### src/rtl/uart_tx_queue_if.sv
// Handshake bundle shared by the character producer, the transmit queue and the UART transmitter.
// The slave view belongs to the queue; the master view drives writes, flow control and busy.
interface uart_tx_queue_if #(
  parameter int DATA_BITS  = 8,
  parameter int FIFO_DEPTH = 8
);
  localparam int COUNT_W = $clog2(FIFO_DEPTH) + 1;

  logic [DATA_BITS-1:0] Wr_Data;
  logic                 Wr_En;
  logic                 CTS;
  logic                 Tx_Busy;
  logic [DATA_BITS-1:0] Tx_Data;
  logic                 Transmit_Start;
  logic                 Queue_Empty;
  logic                 Queue_Full;
  logic                 Queue_Overflow;
  logic [COUNT_W-1:0]   Queue_Count;

  modport master (
    output Wr_Data, Wr_En, CTS, Tx_Busy,
    input  Tx_Data, Transmit_Start, Queue_Empty, Queue_Full, Queue_Overflow, Queue_Count
  );

  modport slave (
    input  Wr_Data, Wr_En, CTS, Tx_Busy,
    output Tx_Data, Transmit_Start, Queue_Empty, Queue_Full, Queue_Overflow, Queue_Count
  );
endinterface

### src/rtl/uart_tx_queue.sv
// Character queue in front of a UART transmitter: circular buffer plus a launch FSM that
// hands one character at a time to the transmitter under CTS flow control.
module uart_tx_queue #(
  parameter int DATA_BITS  = 8,
  parameter int FIFO_DEPTH = 8
) (
  input logic            SysClk,
  input logic            Rst,
  uart_tx_queue_if.slave bus
);
  localparam int PTR_W = $clog2(FIFO_DEPTH);
  localparam int CNT_W = PTR_W + 1;

  typedef enum logic [1:0] {IDLE, START, WAIT_BUSY, WAIT_DONE} state_t;

  state_t               state;
  state_t               state_next;
  logic [DATA_BITS-1:0] mem [FIFO_DEPTH];
  logic [PTR_W-1:0]     wr_ptr;
  logic [PTR_W-1:0]     rd_ptr;
  logic [CNT_W-1:0]     count;
  logic [CNT_W-1:0]     count_next;
  logic                 empty_q;
  logic                 full_q;
  logic                 overflow_q;
  logic                 start_q;
  logic [DATA_BITS-1:0] tx_data_q;
  logic                 push;
  logic                 pop;
  logic                 start_next;

  // Full is the registered flag, so a write into a full queue is dropped even if a pop
  // frees a slot on the same edge.
  assign push = bus.Wr_En && !full_q;

  always_ff @(posedge SysClk) begin
    if (!Rst) state <= IDLE;
    else      state <= state_next;
  end

  // Transmit_Start stays up through WAIT_BUSY so a transmitter on a slow baud clock still sees it.
  always_comb begin
    state_next = state;
    pop        = 1'b0;
    start_next = 1'b0;
    case (state)
      IDLE: begin
        if (!empty_q && bus.CTS && !bus.Tx_Busy) begin
          state_next = START;
          pop        = 1'b1;
        end
      end
      START:     state_next = WAIT_BUSY;
      WAIT_BUSY: if (bus.Tx_Busy)  state_next = WAIT_DONE;
      WAIT_DONE: if (!bus.Tx_Busy) state_next = IDLE;
      default:   state_next = IDLE;
    endcase
    start_next = (state_next == START) || (state_next == WAIT_BUSY);
  end

  always_comb begin
    count_next = count;
    if (push && !pop)      count_next = count + CNT_W'(1);
    else if (pop && !push) count_next = count - CNT_W'(1);
  end

  always_ff @(posedge SysClk) begin
    if (Rst && push) mem[wr_ptr] <= bus.Wr_Data;
  end

  always_ff @(posedge SysClk) begin
    if (!Rst) begin
      wr_ptr     <= '0;
      rd_ptr     <= '0;
      count      <= '0;
      empty_q    <= 1'b1;
      full_q     <= 1'b0;
      overflow_q <= 1'b0;
      start_q    <= 1'b0;
      tx_data_q  <= '0;
    end else begin
      if (push) wr_ptr <= wr_ptr + PTR_W'(1);
      if (pop) begin
        rd_ptr    <= rd_ptr + PTR_W'(1);
        tx_data_q <= mem[rd_ptr];
      end
      if (bus.Wr_En && full_q) overflow_q <= 1'b1;
      count   <= count_next;
      empty_q <= (count_next == '0);
      full_q  <= (count_next == CNT_W'(FIFO_DEPTH));
      start_q <= start_next;
    end
  end

  assign bus.Tx_Data        = tx_data_q;
  assign bus.Transmit_Start = start_q;
  assign bus.Queue_Empty    = empty_q;
  assign bus.Queue_Full     = full_q;
  assign bus.Queue_Overflow = overflow_q;
  assign bus.Queue_Count    = count;
endmodule

### src/flat_wrapper.sv
// flat-port wrapper written by rule: the top's interface ports become plain ports
module uart_tx_queue_flat 
#(
  parameter int DATA_BITS  = 8,
  parameter int FIFO_DEPTH = 8
)
  (SysClk, Rst, bus_Wr_Data, bus_Wr_En, bus_CTS, bus_Tx_Busy, bus_Tx_Data, bus_Transmit_Start, bus_Queue_Empty, bus_Queue_Full, bus_Queue_Overflow, bus_Queue_Count);
  uart_tx_queue_if #(.DATA_BITS(DATA_BITS), .FIFO_DEPTH(FIFO_DEPTH)) bus_i ();
  input logic SysClk;
  input logic Rst;
  input wire logic [$bits(bus_i.Wr_Data)-1:0] bus_Wr_Data;
  input wire logic [$bits(bus_i.Wr_En)-1:0] bus_Wr_En;
  input wire logic [$bits(bus_i.CTS)-1:0] bus_CTS;
  input wire logic [$bits(bus_i.Tx_Busy)-1:0] bus_Tx_Busy;
  output wire logic [$bits(bus_i.Tx_Data)-1:0] bus_Tx_Data;
  output wire logic [$bits(bus_i.Transmit_Start)-1:0] bus_Transmit_Start;
  output wire logic [$bits(bus_i.Queue_Empty)-1:0] bus_Queue_Empty;
  output wire logic [$bits(bus_i.Queue_Full)-1:0] bus_Queue_Full;
  output wire logic [$bits(bus_i.Queue_Overflow)-1:0] bus_Queue_Overflow;
  output wire logic [$bits(bus_i.Queue_Count)-1:0] bus_Queue_Count;
  assign bus_i.Wr_Data = bus_Wr_Data;
  assign bus_i.Wr_En = bus_Wr_En;
  assign bus_i.CTS = bus_CTS;
  assign bus_i.Tx_Busy = bus_Tx_Busy;
  assign bus_Tx_Data = bus_i.Tx_Data;
  assign bus_Transmit_Start = bus_i.Transmit_Start;
  assign bus_Queue_Empty = bus_i.Queue_Empty;
  assign bus_Queue_Full = bus_i.Queue_Full;
  assign bus_Queue_Overflow = bus_i.Queue_Overflow;
  assign bus_Queue_Count = bus_i.Queue_Count;
  uart_tx_queue #(.DATA_BITS(DATA_BITS), .FIFO_DEPTH(FIFO_DEPTH)) u_core (.SysClk(SysClk), .Rst(Rst), .bus(bus_i));
endmodule
### config.mk
export PLATFORM = sky130hd
export DESIGN_NAME = uart_tx_queue_flat
export DESIGN_NICKNAME = d
export VERILOG_FILES = /design/src/rtl/uart_tx_queue_if.sv /design/src/rtl/uart_tx_queue.sv /design/src/flat_wrapper.sv
export SDC_FILE = /design/constraint.sdc
export NUM_CORES = 1
export LEC_CHECK = 0
export ABC_AREA = 1
export CAP_MARGIN = 5
export CORE_UTILIZATION = 50
export CTS_BUF_LIST = sky130_fd_sc_hd__clkbuf_2 sky130_fd_sc_hd__clkbuf_4 sky130_fd_sc_hd__clkbuf_8
export CTS_CLUSTER_DIAMETER = 80
export DETAILED_ROUTE_END_ITERATION = 8
export PLACE_DENSITY = 0.67
export SETUP_SLACK_MARGIN = 0.02
export SLEW_MARGIN = 20
export SYNTH_ARGS = -nofsm -noshare
export SYNTH_HDL_FRONTEND = slang
export SYNTH_SLANG_ARGS = --single-unit
### constraint.sdc
create_clock -name SysClk -period 5.3 [get_ports SysClk]
set_input_delay 0.795 -clock SysClk [delete_from_list [all_inputs] [get_ports SysClk]]
set_output_delay 0.795 -clock SysClk [all_outputs]
set_load 0.005 [all_outputs]
==> run metrics <==
status completed; register clock-pin slew on the reported worst setup and hold paths 80 ps; Pleak between 1 and 1.5 nW; PD cells 341 nW/um^2; GPL Wtd Cong 0.819; Pre-Repair DR Iteration Count 4; Area contributors post-synth edfxtp_1 54%, dfxtp_1 13%, nor2_1 6.1%, nand2_1 4.0%, o21ai_0 3.6%; FP Rows 30; Max Freq about 370 MHz; CTS Hold Buffers Added 0; Horiz. Die Dim 86.5 um; Tmin final about 2700 ps; GRT Total Usage 23.3%; CP max FO 8; CTS buffer count 9; largest net degree at the start of global routing 35; Final Util about 60%; placeable core region approximately 6800 um^2; Via density between 5 and 6; EDFF count, synth 64; relative slew slack 29.5%; Synth Cell Area 3570 um^2; die area roughly 7500 um^2; Clock Latency Late Sink between 300 and 400 ps; clk root buf clkbuf_8; Post-CTS Setup Inserts 0; most instantiated cells after synthesis 64 x edfxtp_1, 58 x nor2_1, 38 x nand2_1; Post-Syn Instances around 330; max_cap viols 0; htree depth 3; number of DRC markers in iteration 0 about 190; wire per inst between 15 and 20 um; Final Hold Viols 0; CTS tree built; post-synthesis sequential area ratio 67.3%; Synth Register Bits just under 90; vias in the first global route between 2000 and 2500; Pwr Total approximately 0.0014 W; Worst Path Arrival approximately 2700 ps; drt drc 0; first-pass GRT wire length around 12000 um; P_int 0.00106 W; max-slew violation count 0; Layout Nets 370; final WL roughly 7900 um; top-area cell type share of the netlist area 53.8%; Psw about 0.00035 W; post-route antenna net violation count 0; number of buffer cells added on primary ports 28; final worst-path cycle share between 50% and 60%; most frequent cell after synthesis edfxtp_1; largest area contributor in the netlist edfxtp_1; WS Path Type primary input to flip-flop; top_reg_cell synth edfxtp_1; Post-Syn Nets ~340; DIE HEIGHT about 87 um; final setup fails 0; layout cells sized above 1 slightly above 8%; Async SR Flop Fraction 0%; Max clock buf depth 2; initial antenna violation count 0; WP data required approximately 5300 ps; Setup TNS 0 ps; Setup crit end kind flip-flop; Synth cell types 26; Hold WC Path Type flip-flop to flip-flop; Vias 2490; VDD IR-drop max 0.217 mV; unrepaired setup endpoints after global routing no; YS warnings 0; fin worst setup slack ~2600 ps; initial core utilization 52.3%; CTS sink cnt 88; layout overhead on the synthesized area 15.4%; Sw Ratio between 20% and 30%; power share of the clock group around 34%; detailed placer's ending HPWL about 5200 um; dpl ws 2140 ps; Post-CTS Resized 0; clock skew roughly 11 ps; Ports 29; gr ovfl total 0; combinational power share 11.0%; Reg power frac 55.3%; n_diodes 0; syn avg cell area roughly 11 um^2; Slew @ Worst Pin 1050 ps; CP Launch Type primary input
-- per-stage QoR --
| step | instances | hold slack [ps] | instance area [um^2] |
|---|---|---|---|
| finish | 454 | 466 | 4120 |
| global route | 454 | 485 | 4120 |
| CTS | 454 | 468 | 4110 |
| detailed placement | 438 | 456 | 3910 |
| global placement | 438 | 453 | 3910 |
| floorplan | 327 | 460 | 3570 |
-- critical path: stages --
cell	delay, ps
clkdlybuf4s50_1	480
nand2_1	190
inv_2	210
nand2_1	180
nor3_1	850
-- flip-flops by register name, summed over array words and instances, names as in the netlist --
signal,flops
u_core.bus.Queue_Count,4
u_core.bus.Queue_Empty,1
u_core.bus.Queue_Full,1
u_core.bus.Queue_Overflow,1
u_core.bus.Transmit_Start,1
u_core.bus.Tx_Data,8
u_core.mem,64
u_core.rd_ptr,3
u_core.state,2
u_core.wr_ptr,3
-- cells by family after synthesis --
family,after synthesis,share of synthesized area (%)
AOI/OAI and AO/OA,73,11.5
adders and majority gates,4,1.40
buffers and inverters,31,3.89
DFF,88,67.3
and+or+nand+nor,131,16.0
-- final timing paths --
path,slack (ps),from,end,depth (start not counted)
max,2560,bus_Wr_En,u_core.mem[0][4],5
min,470,u_core.bus.Tx_Data[2],u_core.bus.Tx_Data[2],2
max reg2reg,3120,u_core.bus.Queue_Full,u_core.mem[0][4],5
min reg2reg,470,u_core.bus.Tx_Data[2],u_core.bus.Tx_Data[2],2
-- cell usage in the layout, fill, tap and decap left out --
cell,synthesis,layout
a21oi_1,17,17
a31oi_1,1,1
buf_4,3,1
bufinv_16,0,1
clkbuf_8,0,11
clkdlybuf4s50_1,0,28
clkinv_1,1,1
clkinv_2,0,2
clkinvlp_4,0,2
dfxtp_1,24,23
dfxtp_2,0,1
edfxtp_1,64,64
ha_1,4,4
inv_1,14,14
inv_2,2,2
nand2_1,38,38
nand2_4,1,1
nand3_1,20,20
nand3_4,1,1
nand3b_1,2,2
nand4_1,1,1
nor2_1,58,58
nor2_2,3,3
nor2_4,1,1
nor3_1,5,3
nor3_2,0,2
o211ai_1,16,16
o21a_1,1,1
o21ai_0,26,26
o21ai_1,12,12
or2_2,1,1
-- cell type report --
class,instances,area [um^2]
fill,583,2710
inverter,17,63.8
multi-input combinational,208,1040
timing repair buffer,29,288
sequential,88,2400
tap,96,120
clock inverter,5,55.1
clock buffer,11,151
-- routing by layer --
| layer | part of all wire [%] | GRT usage (%) | vias up |
|---|---|---|---|
| met5 | 0 | 0 | - |
| met4 | 2.3 | 10.8 | 0 |
| met3 | 6.6 | 5.52 | 14 |
| met2 | 48 | 36.3 | 80 |
| met1 | 43 | 31.2 | 1192 |
| li1 | - | - | 1204 |
-- power by group through the flow --
stage / clock network, W / registers (W) / logic (W)
2_1_floorplan: 0 / 0.000787 / 0.0000953
3_3_place_gp: 0 / 0.000792 / 0.000153
3_5_place_dp: 0 / 0.000793 / 0.000154
4_1_cts: 0.000481 / 0.000777 / 0.000155
5_1_grt: 0.000509 / 0.000781 / 0.000175
6_report: 0.000473 / 0.000778 / 0.000155
(Power assumes the default switching activity.)
